<file path="config.mk">
export PLATFORM = sky130hd
export DESIGN_NAME = playlist_controller
export DESIGN_NICKNAME = d
export VERILOG_FILES = /design/src/rtl/playlist_pkg.sv /design/src/rtl/playlist_controller_lfsr.sv /design/src/rtl/playlist_controller.sv
export SDC_FILE = /design/constraint.sdc
export NUM_CORES = 1
export LEC_CHECK = 0
export BUFFER_PORTS_ARGS = -buffer_cell sky130_fd_sc_hd__buf_2
export CORE_AREA = 3 3 40 42
export CTS_BUF_LIST = sky130_fd_sc_hd__clkbuf_4
export DETAILED_ROUTE_END_ITERATION = 8
export DIE_AREA = 0 0 43 45
export PLACE_DENSITY = 0.73
export SYNTH_ARGS = -nofsm -noshare
export SYNTH_HDL_FRONTEND = slang
export SYNTH_SLANG_ARGS = --single-unit
export TNS_END_PERCENT = 30
</file>
<file path="constraint.sdc">
create_clock -name clk -period 2.3 [get_ports clk]
set_input_delay 0.23 -clock clk [delete_from_list [all_inputs] [get_ports clk]]
set_output_delay 0.23 -clock clk [all_outputs]
set_load 0.02 [all_outputs]
</file>
<file path="src/rtl/playlist_pkg.sv">
// Shared definitions for the playlist controller.
//   state_t      : controller FSM encoding (PAUSED / PLAYING / SWITCH)
//   MODE_*       : end-of-song policy codes carried on the 2-bit mode input
//   LFSR_TAPS    : feedback mask of the 8-bit right-shifting Galois LFSR
//   lfsr_next()  : one LFSR step; a nonzero state never maps to zero
package playlist_pkg;

  typedef enum logic [1:0] {
    PAUSED  = 2'd0,
    PLAYING = 2'd1,
    SWITCH  = 2'd2
  } state_t;

  localparam logic [1:0] MODE_STOP       = 2'b00;
  localparam logic [1:0] MODE_REPEAT_ONE = 2'b01;
  localparam logic [1:0] MODE_REPEAT_ALL = 2'b10;
  localparam logic [1:0] MODE_SHUFFLE    = 2'b11;

  localparam logic [7:0] LFSR_TAPS = 8'hB8;

  function automatic logic [7:0] lfsr_next(input logic [7:0] l);
    return (l >> 1) ^ (l[0] ? LFSR_TAPS : 8'h00);
  endfunction

endpackage

</file>
<file path="src/rtl/playlist_controller_lfsr.sv">
// Free-running 8-bit Galois LFSR used as the shuffle entropy source.
// Ports:
//   clk   : system clock
//   reset : asynchronous active-low reset, loads SEED
//   q     : current LFSR state, advances every cycle while out of reset
// SEED must be nonzero, otherwise the register locks at zero.
module lfsr_galois8
  import playlist_pkg::*;
#(
  parameter logic [7:0] SEED = 8'hA5
) (
  input  logic       clk,
  input  logic       reset,
  output logic [7:0] q
);

  always_ff @(posedge clk or negedge reset) begin
    if (!reset) begin
      q <= SEED;
    end else begin
      q <= lfsr_next(q);
    end
  end

endmodule

</file>
<file path="src/rtl/playlist_controller.sv">
// Playlist sequencer between the one-pulsed buttons and the song reader /
// note player. Selects the current song, runs play/pause and emits a
// one-cycle reset_player pulse on every song switch.
// Ports:
//   clk, reset    : system clock, asynchronous active-low reset
//   play_button   : pulse, toggles play/pause
//   next_button   : pulse, go to next (or shuffled) song
//   prev_button   : pulse, go to previous song
//   mode          : end-of-song policy (STOP / REPEAT_ONE / REPEAT_ALL / SHUFFLE)
//   song_done     : pulse from the song reader at end of song
//   play          : high while playing
//   reset_player  : one-cycle pulse while the FSM sits in SWITCH
//   song          : current song index, always < NUM_SONGS
//   state_dbg     : current FSM state, for observation only
// Interface note: every input is a single-cycle event pulse with no
// back-pressure; an event is consumed in the cycle it is high or dropped.
// When several arrive together the priority is
// song_done > next_button > prev_button > play_button.
module playlist_controller
  import playlist_pkg::*;
#(
  parameter int         NUM_SONGS = 4,
  parameter int         SONG_BITS = (NUM_SONGS > 1) ? $clog2(NUM_SONGS) : 1,
  parameter logic [7:0] LFSR_SEED = 8'hA5
) (
  input  logic                 clk,
  input  logic                 reset,
  input  logic                 play_button,
  input  logic                 next_button,
  input  logic                 prev_button,
  input  logic [1:0]           mode,
  input  logic                 song_done,
  output logic                 play,
  output logic                 reset_player,
  output logic [SONG_BITS-1:0] song,
  output state_t               state_dbg
);

  localparam int                   LAST_I = NUM_SONGS - 1;
  localparam logic [SONG_BITS-1:0] LAST   = LAST_I[SONG_BITS-1:0];
  // One extra bit so NUM_SONGS == 2**SONG_BITS is representable.
  localparam logic [SONG_BITS:0]   NUM_W  = NUM_SONGS[SONG_BITS:0];

  state_t                 state_q, state_d;
  logic [SONG_BITS-1:0]   song_q, song_d;
  logic                   resume_q, resume_d;
  logic                   play_q, reset_player_q;
  logic [7:0]             lfsr_q;

  logic [SONG_BITS-1:0]   song_inc, song_dec;
  logic [SONG_BITS-1:0]   r_raw, r_mod, shuf;
  logic [SONG_BITS-1:0]   next_target;

  lfsr_galois8 #(.SEED(LFSR_SEED)) u_lfsr (
    .clk   (clk),
    .reset (reset),
    .q     (lfsr_q)
  );

  // Explicit wrap compares keep non-power-of-two playlists in range.
  assign song_inc = (song_q == LAST) ? '0 : song_q + 1'b1;
  assign song_dec = (song_q == '0) ? LAST : song_q - 1'b1;

  // The raw draw is below 2*NUM_SONGS, so one conditional subtract folds it
  // into range. A draw equal to the current song steps forward instead so
  // the same song never repeats back to back.
  assign r_raw = lfsr_q[SONG_BITS-1:0];
  assign r_mod = ({1'b0, r_raw} >= NUM_W) ? (r_raw - NUM_W[SONG_BITS-1:0]) : r_raw;
  assign shuf  = (NUM_SONGS == 1) ? '0 :
                 (r_mod == song_q) ? song_inc : r_mod;

  assign next_target = (mode == MODE_SHUFFLE) ? shuf : song_inc;

  always_comb begin
    state_d  = state_q;
    song_d   = song_q;
    resume_d = resume_q;
    case (state_q)
      PAUSED: begin
        // song_done has no meaning while paused and is ignored.
        if (next_button) begin
          state_d  = SWITCH;
          song_d   = next_target;
          resume_d = 1'b0;
        end else if (prev_button) begin
          state_d  = SWITCH;
          song_d   = song_dec;
          resume_d = 1'b0;
        end else if (play_button) begin
          state_d = PLAYING;
        end
      end
      PLAYING: begin
        if (song_done) begin
          state_d  = SWITCH;
          resume_d = (mode != MODE_STOP);
          case (mode)
            MODE_REPEAT_ONE: song_d = song_q;
            MODE_SHUFFLE:    song_d = shuf;
            default:         song_d = song_inc;
          endcase
        end else if (next_button) begin
          state_d  = SWITCH;
          song_d   = next_target;
          resume_d = 1'b1;
        end else if (prev_button) begin
          state_d  = SWITCH;
          song_d   = song_dec;
          resume_d = 1'b1;
        end else if (play_button) begin
          state_d = PAUSED;
        end
      end
      SWITCH: begin
        state_d = resume_q ? PLAYING : PAUSED;
      end
      default: begin
        state_d = PAUSED;
      end
    endcase
  end

  always_ff @(posedge clk or negedge reset) begin
    if (!reset) begin
      state_q        <= PAUSED;
      song_q         <= '0;
      resume_q       <= 1'b0;
      play_q         <= 1'b0;
      reset_player_q <= 1'b0;
    end else begin
      state_q        <= state_d;
      song_q         <= song_d;
      resume_q       <= resume_d;
      play_q         <= (state_d == PLAYING);
      reset_player_q <= (state_d == SWITCH);
    end
  end

  assign play         = play_q;
  assign reset_player = reset_player_q;
  assign song         = song_q;
  assign state_dbg    = state_q;

endmodule

</file>
==> impl_metrics.json, run 1 <==
{
  "synthFlopType": "dfrtp_1",
  "wl_met2_microns": 504,
  "worstMarginPinSlew_ns": 0.3362,
  "cp_cell_sequence": "nand3b_1 > a211o_1 > a22oi_1 > o21ai_1",
  "fillers": 105,
  "rsz0062_at_grt": "false",
  "dpl_cell_area_sq_um": 724.4,
  "timing.slew.headroom_pct": 77.58,
  "p_leak_nw": 0.3750,
  "yosysUniqueCellTypes": 27,
  "ctsHtreeMaxLevel": 1,
  "drc_errors": 0,
  "multi_input_area_sq_um": 252.7,
  "finalSetupViolCount": 0,
  "hold_class": "in2reg",
  "grt_max_degree": 16,
  "chipWidth_microns": 43,
  "fin_crit_sh_pct": 61.72,
  "setup_tns_ns": 0,
  "die-area_sq_mm": 0.001935,
  "synth_nets": 63,
  "min_period_ns": 1.420,
  "wl_met3_microns": 52,
  "cts_made_buffers": 3,
  "worstSetupStartpointType": "flop",
  "drv_slew": 0,
  "ir_worst_vdd_v": 0.0003326,
  "path_class": "reg2reg",
  "ios": 14,
  "rows": 13,
  "path_clk_slew_ns": 0.09,
  "end_kind": "flop",
  "crit_fanout": 10,
  "finalHoldViolCount": 0,
  "fin_area_sq_um": 762.0,
  "antennaDiodeCount": 0,
  "seq_area_sq_um": 380.4,
  "wirelength_mm": 1.051,
  "first_pass_iters": 2,
  "area_growth_pct": 16.67,
  "syn-instance-count": 54,
  "outcome": "complete, no violations",
  "antenna_found_initial": 0,
  "ys.warnings.count": 0,
  "grt_pass1_vias": 417,
  "slowest_stage": "dfrtp_1",
  "p_per_area_mw_per_mm2": 858.2,
  "synth_area_leader_cell": "dfrtp_1",
  "finalNonFillerCells": 85,
  "synth_enable_flop_cells": 0,
  "fp.coreArea_sq_mm": 0.001285,
  "nets": 80,
  "maxCapViolations": 0,
  "m1WireLength_microns": 485,
  "critPathBufInv": 0,
  "yosysTopAreaCellShare_pct": 42.15,
  "antenna_left": 0,
  "cp.required_ns": 2.46,
  "port_buffers": 13,
  "drive_above_1_share_pct": 35.71,
  "synth_area_leaders": "dfrtp_1 42%, dfstp_2 16%, xor2_1 4.0%, a21oi_1 3.8%, mux2i_1 3.1%",
  "initial_core_util_pct": 50.83,
  "ys_seq_area_share_pct": 58.24,
  "cpPeakStageDelay_ns": 0.50,
  "fp.dieH_microns": 45,
  "synth-seq-cells": 15,
  "vias": 450,
  "clock_latency_ns": 0.28,
  "fin_worst_skew_ns": 0.003919,
  "avgSynthCellArea_sq_um": 12.09,
  "worst_slack_ns": 0.8805,
  "drt_iter0_drc": 3,
  "cp.arrival_ns": 1.58,
  "via_per_inst": 5.294,
  "clkSinkCount": 15,
  "cp_top_family": "compound AO/OA/AOI/OAI gates",
  "synth-async-reset-ratio_pct": 100.0,
  "yosysMostFrequentCell": "dfrtp_1",
  "grt_util_all_layers_pct": 14.04,
  "post-place-ws_ns": 0.9061,
  "wl_per_cell_microns": 12.36,
  "place_inst": 80,
  "gp_congestion": 0.6978,
  "syn_area_sq_um": 653.1,
  "dpl.hpwl_microns": 795.6,
  "cts.path.max_buffers": 2,
  "fmax_mhz": 704.5,
  "grt_pass1_wl_mm": 1.890,
  "cts_root_buf": "clkbuf_4",
  "grt_overflow": 0,
  "routed.top_layer": "met4",
  "ys_top_cells_by_count": "11 x dfrtp_1, 5 x a21oi_1, 4 x dfstp_2",
  "cts_tree": "yes"
}
## layout by cell type (no fill, tap or decap)
| cell type | n |
|---|---|
| o21ai_0 | 2 |
| o21ai_1 | 2 |
| dfrtp_1 | 11 |
| nor2b_4 | 1 |
| mux2_2 | 1 |
| o31a_2 | 1 |
| xor2_1 | 3 |
| or3_1 | 1 |
| nand2_1 | 2 |
| nor4b_1 | 1 |
| nor2_1 | 3 |
| inv_1 | 2 |
| nor2b_1 | 1 |
| nand3_1 | 1 |
| a21oi_1 | 5 |
| a32oi_1 | 1 |
| ha_1 | 1 |
| and4b_2 | 1 |
| clkinv_2 | 1 |
| clkbuf_4 | 3 |
| dfstp_2 | 4 |
| a211o_1 | 1 |
| mux2i_1 | 2 |
| xnor2_1 | 2 |
| a211oi_1 | 1 |
| nand3b_1 | 1 |
| a22oi_1 | 1 |
| buf_2 | 13 |
| dlygate4sd3_1 | 1 |
## flip-flops by register name, summed over array words and instances, names as in the netlist
register	count
state_dbg	2
resume_q	1
song	2
reset_player	1
u_lfsr.q	8
play	1
## tightest hold or removal path: cells and delay by family
family | cells | cell delay [ns]
compound gates | 1 | 0.07
buf+inv | 1 | 0.08
simple gates | 2 | 0.12
## cells by family after synthesis
group / after synthesis / share of synthesized area (%)
flops: 15 / 58.24
compound gates: 14 / 13.41
simple gates: 12 / 11.88
xor+xnor: 5 / 6.706
buf+inv: 4 / 3.065
mux: 3 / 4.789
fa+ha+maj: 1 / 1.915
## power by group
| group | switching, mW | leakage (nW) | internal, mW |
|---|---|---|---|
| sequential | 0.0356 | 0.187 | 0.289 |
| clock | 0.0804 | 0.0177 | 0.0645 |
| combinational | 0.101 | 0.170 | 0.0826 |
| total | 0.217 | 0.375 | 0.437 |
## stage by stage
stage	utilization (%)	power, mW	hold WS (ns)
final	59.30	0.6539	0.2544
after floorplan	-	0.4540	-0.06559
after CTS	59.30	0.6623	0.2437
after detailed placement	56.38	0.5137	0.1362
after global routing	59.30	0.7077	0.2596
after global placement	56.38	0.5113	0.1377
## layer usage
layer	vias up	GRT usage, %
li1	223	-
met2	11	20.06
met4	0	9.036
met5	-	0
met1	214	17.48
met3	2	5.976
## final timing paths
check	slack, ns	end	cells past startpoint	start
min	0.25	state_dbg[0]$_DFF_PN0_	4	play_button
max in group asynchronous	1.65	u_lfsr.q[2]$_DFF_PN1_	2	reset
min in group asynchronous	0.36	u_lfsr.q[6]$_DFF_PN0_	2	reset
max	0.88	song[0]$_DFFE_PN0P_	4	state_dbg[1]$_DFF_PN0_
max reg2reg	0.88	song[0]$_DFFE_PN0P_	4	state_dbg[1]$_DFF_PN0_
min reg2reg	0.36	u_lfsr.q[2]$_DFF_PN1_	0	u_lfsr.q[3]$_DFF_PN0_
## layout make-up
class	instances	area share [%]
clock buffer	3	2.956
tap	15	2.463
timing repair buffer	14	9.852
inverter	2	0.9852
sequential	15	49.92
clock inverter	1	0.6568
multi-input combinational	35	33.17
## what timing repair did
item	4_1_cts	5_1_grt
endpoints found under the hold margin	11	0
hold buffers	1	0
resized for setup	0	0
buffers inserted	0	0
No activity file was read; power rests on OpenSTA's default activity.
==> inputs of run 2 (changes only) <==
ABC_AREA = 1   (was default)
CORE_AREA = default   (was 3 3 40 42)
CORE_MARGIN = 3   (was default)
CORE_UTILIZATION = 49   (was default)
DIE_AREA = default   (was 0 0 43 45)
PLACE_DENSITY = 0.75   (was 0.73)
clock period = 1.2 ns   (was 2.3 ns; I/O delays follow)
==> run 2 against run 1 <==
Total power increased by 130%. Via count up 19%. Clock skew is 0.0037 ns higher. Global-route usage is 0.50 points higher. Critical path depth rose by 5. Final area up 13%. Count of clock-buffer cells in the layout is the same. Highest routed layer is now met3. Largest cell class unchanged. Largest power group is now combinational cells. Sequential share of layout area fell by 5.4 points. Synthesized cell count up 35%.
==> impl_metrics.json, run 2 <==
{
  "outcome": "complete, no violations",
  "p_leak_nw": 0.4638,
  "drt_iter0_drc": 11,
  "cp.arrival_ns": 1.37,
  "regMostFlops": "u_lfsr.q",
  "end_kind": "flop",
  "via_per_inst": 4.927,
  "antennaDiodeCount": 0,
  "fp.dieH_microns": 43.58,
  "grt_util_all_layers_pct": 14.54,
  "critPathBufInv": 1,
  "rows": 12,
  "setup_tns_ns": 0,
  "cp.required_ns": 1.39,
  "port_buffers": 13,
  "synthFlopType": "dfrtp_1",
  "avgSynthCellArea_sq_um": 9.478,
  "grt_max_degree": 16,
  "routed.top_layer": "met3",
  "maxCapViolations": 0,
  "cts_root_buf": "clkbuf_4",
  "largest_reg_flops": 8,
  "fin_area_sq_um": 860.8,
  "cts.path.max_buffers": 2,
  "yosysTopAreaCellShare_pct": 39.78,
  "final_common_cell": "nand2_1",
  "worst_slack_ns": 0.01968,
  "path_depth": 9,
  "dpl_cell_area_sq_um": 790.8,
  "ir_worst_vdd_v": 0.0009326,
  "finalPower_mw": 1.535,
  "cpPeakStageDelay_ns": 0.57,
  "grt_pass1_wl_mm": 2.014,
  "crit_fanout": 4,
  "ys_seq_area_share_pct": 54.97,
  "path_class": "reg2reg",
  "first_pass_iters": 4,
  "ys.warnings.count": 0,
  "syn_area_sq_um": 691.9,
  "fin_worst_skew_ns": 0.007628,
  "die-area_sq_mm": 0.001899,
  "antenna_found_initial": 0,
  "grt_pass1_vias": 449,
  "p_per_area_mw_per_mm2": 1783,
  "synth_enable_flop_cells": 0,
  "finalHoldViolCount": 0,
  "post-place-ws_ns": 0.007041,
  "cts_tree": "yes",
  "hold_class": "in2reg",
  "seq_power_share_pct": 40.4,
  "fmax_mhz": 847.2,
  "cp_cell_sequence": "inv_2 > nand2_1 > nand2_1 > nand2_2 > nand2_2 > nand2_1 > nand3_1 > nand2_1 > nand2_1",
  "grt_overflow": 0,
  "hold_depth": 3,
  "timing.slew.headroom_pct": 78.80,
  "initial_core_util_pct": 56.89,
  "clock_latency_ns": 0.28,
  "reg2reg_depth": 9,
  "drv_slew": 0,
  "gp_congestion": 0.8451,
  "min_period_ns": 1.180,
  "wl_met3_microns": 85,
  "finalSetupViolCount": 0,
  "wl_met2_microns": 545,
  "worstMarginPinSlew_ns": 0.3180,
  "chipWidth_microns": 43.58,
  "internal_power_uw": 968.6,
  "yosysMostFrequentCell": "nand2_1",
  "final_cell_mix": "17 x nand2_1, 13 x buf_2, 9 x dfrtp_1",
  "holdWs_ns": 0.1245,
  "wirelength_mm": 1.214,
  "crit_top_cell": "nand2_1",
  "antenna_left": 0,
  "synth_area_leader_cell": "dfrtp_1",
  "combPwrFrac_pct": 40.9,
  "ctsHtreeMaxLevel": 1,
  "wl_per_cell_microns": 11.14,
  "path_clk_slew_ns": 0.09,
  "switching_power_uw": 566.6,
  "m1WireLength_microns": 584,
  "ios": 14,
  "yosysUniqueCellTypes": 19,
  "drive_above_1_share_pct": 42.11,
  "vias": 537,
  "syn-instance-count": 73,
  "nets": 105,
  "synth_nets": 82,
  "cts_made_buffers": 3,
  "synth-seq-cells": 15,
  "slowest_stage": "dfstp_2",
  "drc_errors": 0,
  "worstSetupStartpointType": "flop",
  "p_clk_share_pct": 18.8,
  "ys_top_cells_by_count": "20 x nand2_1, 11 x dfrtp_1, 9 x inv_1",
  "dpl.hpwl_microns": 884.2,
  "clkSinkCount": 15,
  "fin_crit_sh_pct": 98.36,
  "rsz0062_at_grt": "true",
  "synth-async-reset-ratio_pct": 100.0,
  "synth_area_leaders": "dfrtp_1 40%, dfstp_2 15%, nand2_1 11%, inv_1 4.9%, xor2_1 3.8%",
  "cp_top_family": "flip-flops",
  "fp.coreArea_sq_mm": 0.001216,
  "sw_frac_of_total_pct": 36.91,
  "area_growth_pct": 24.41
}
-- run 2: path summary, 6_finish.rpt --
check | from | to | slack, ns
min in group asynchronous | reset | song[1]$_DFFE_PN0P_ | 0.25
max in group asynchronous | reset | u_lfsr.q[7]$_DFF_PN1_ | 0.66
max reg2reg | u_lfsr.q[0]$_DFF_PN1_ | song[1]$_DFFE_PN0P_ | 0.02
max | u_lfsr.q[0]$_DFF_PN1_ | song[1]$_DFFE_PN0P_ | 0.02
min | mode[0] | resume_q$_DFFE_PN0P_ | 0.12
min reg2reg | u_lfsr.q[3]$_DFF_PN0_ | u_lfsr.q[2]$_DFF_PN1_ | 0.37
-- run 2: kinds of logic (layout without fill, tap and decap cells) --
logic type	after synthesis	count (layout)	synth area share, %
buf+inv	12	34	7.053
simple gates	29	29	19.71
fa+ha+maj	1	1	1.808
compound gates	12	12	11.39
xor+xnor	4	4	5.064
flops	15	15	54.97
-- run 2: power by group through the flow --
stage	sequential, mW	combinational [mW]	clock (mW)
finish	0.620	0.627	0.288
global route	0.627	0.694	0.333
CTS	0.617	0.565	0.300
detailed placement	0.636	0.516	0
global placement	0.633	0.501	0
floorplan	0.710	0.253	0
-- run 2: final cells by class --
type                            count  area (sq um)
Tap cell                           14         17.52
Clock inverter                      1         5.005
Clock buffer                        3         22.52
Multi-Input combinational cell     46         275.3
Fill cell                          99         355.3
Timing Repair Buffer               19         116.4
Sequential cell                    15         382.9
Inverter                           11         41.29
-- run 2: tightest hold or removal path: stages --
cell and delay [ns]:
buf_2 0.10, o211ai_1 0.09, o21ai_0 0.07
-- run 2: routing by layer --
metal / GRT usage (%) / up-vias
met5: 0 / -
met4: 1.807 / 0
met3: 9.129 / 0
met2: 19.77 / 14
met1: 20.10 / 245
li1: - / 278
-- run 2: per-stage QoR --
step | instances | utilization (%)
final | 109 | 70.78
after global routing | 109 | 70.78
after CTS | 108 | 68.93
after detailed placement | 102 | 65.02
after global placement | 102 | 65.02
after floorplan | 73 | -
-- run 2: repair_timing --
action	in CTS	in global routing
buffers inserted	1	1
pin swaps	0	3
endpoints found under the setup margin	2	3
gates resized for setup	1	7
hold endpoints to repair	13	0
hold buffers	1	0
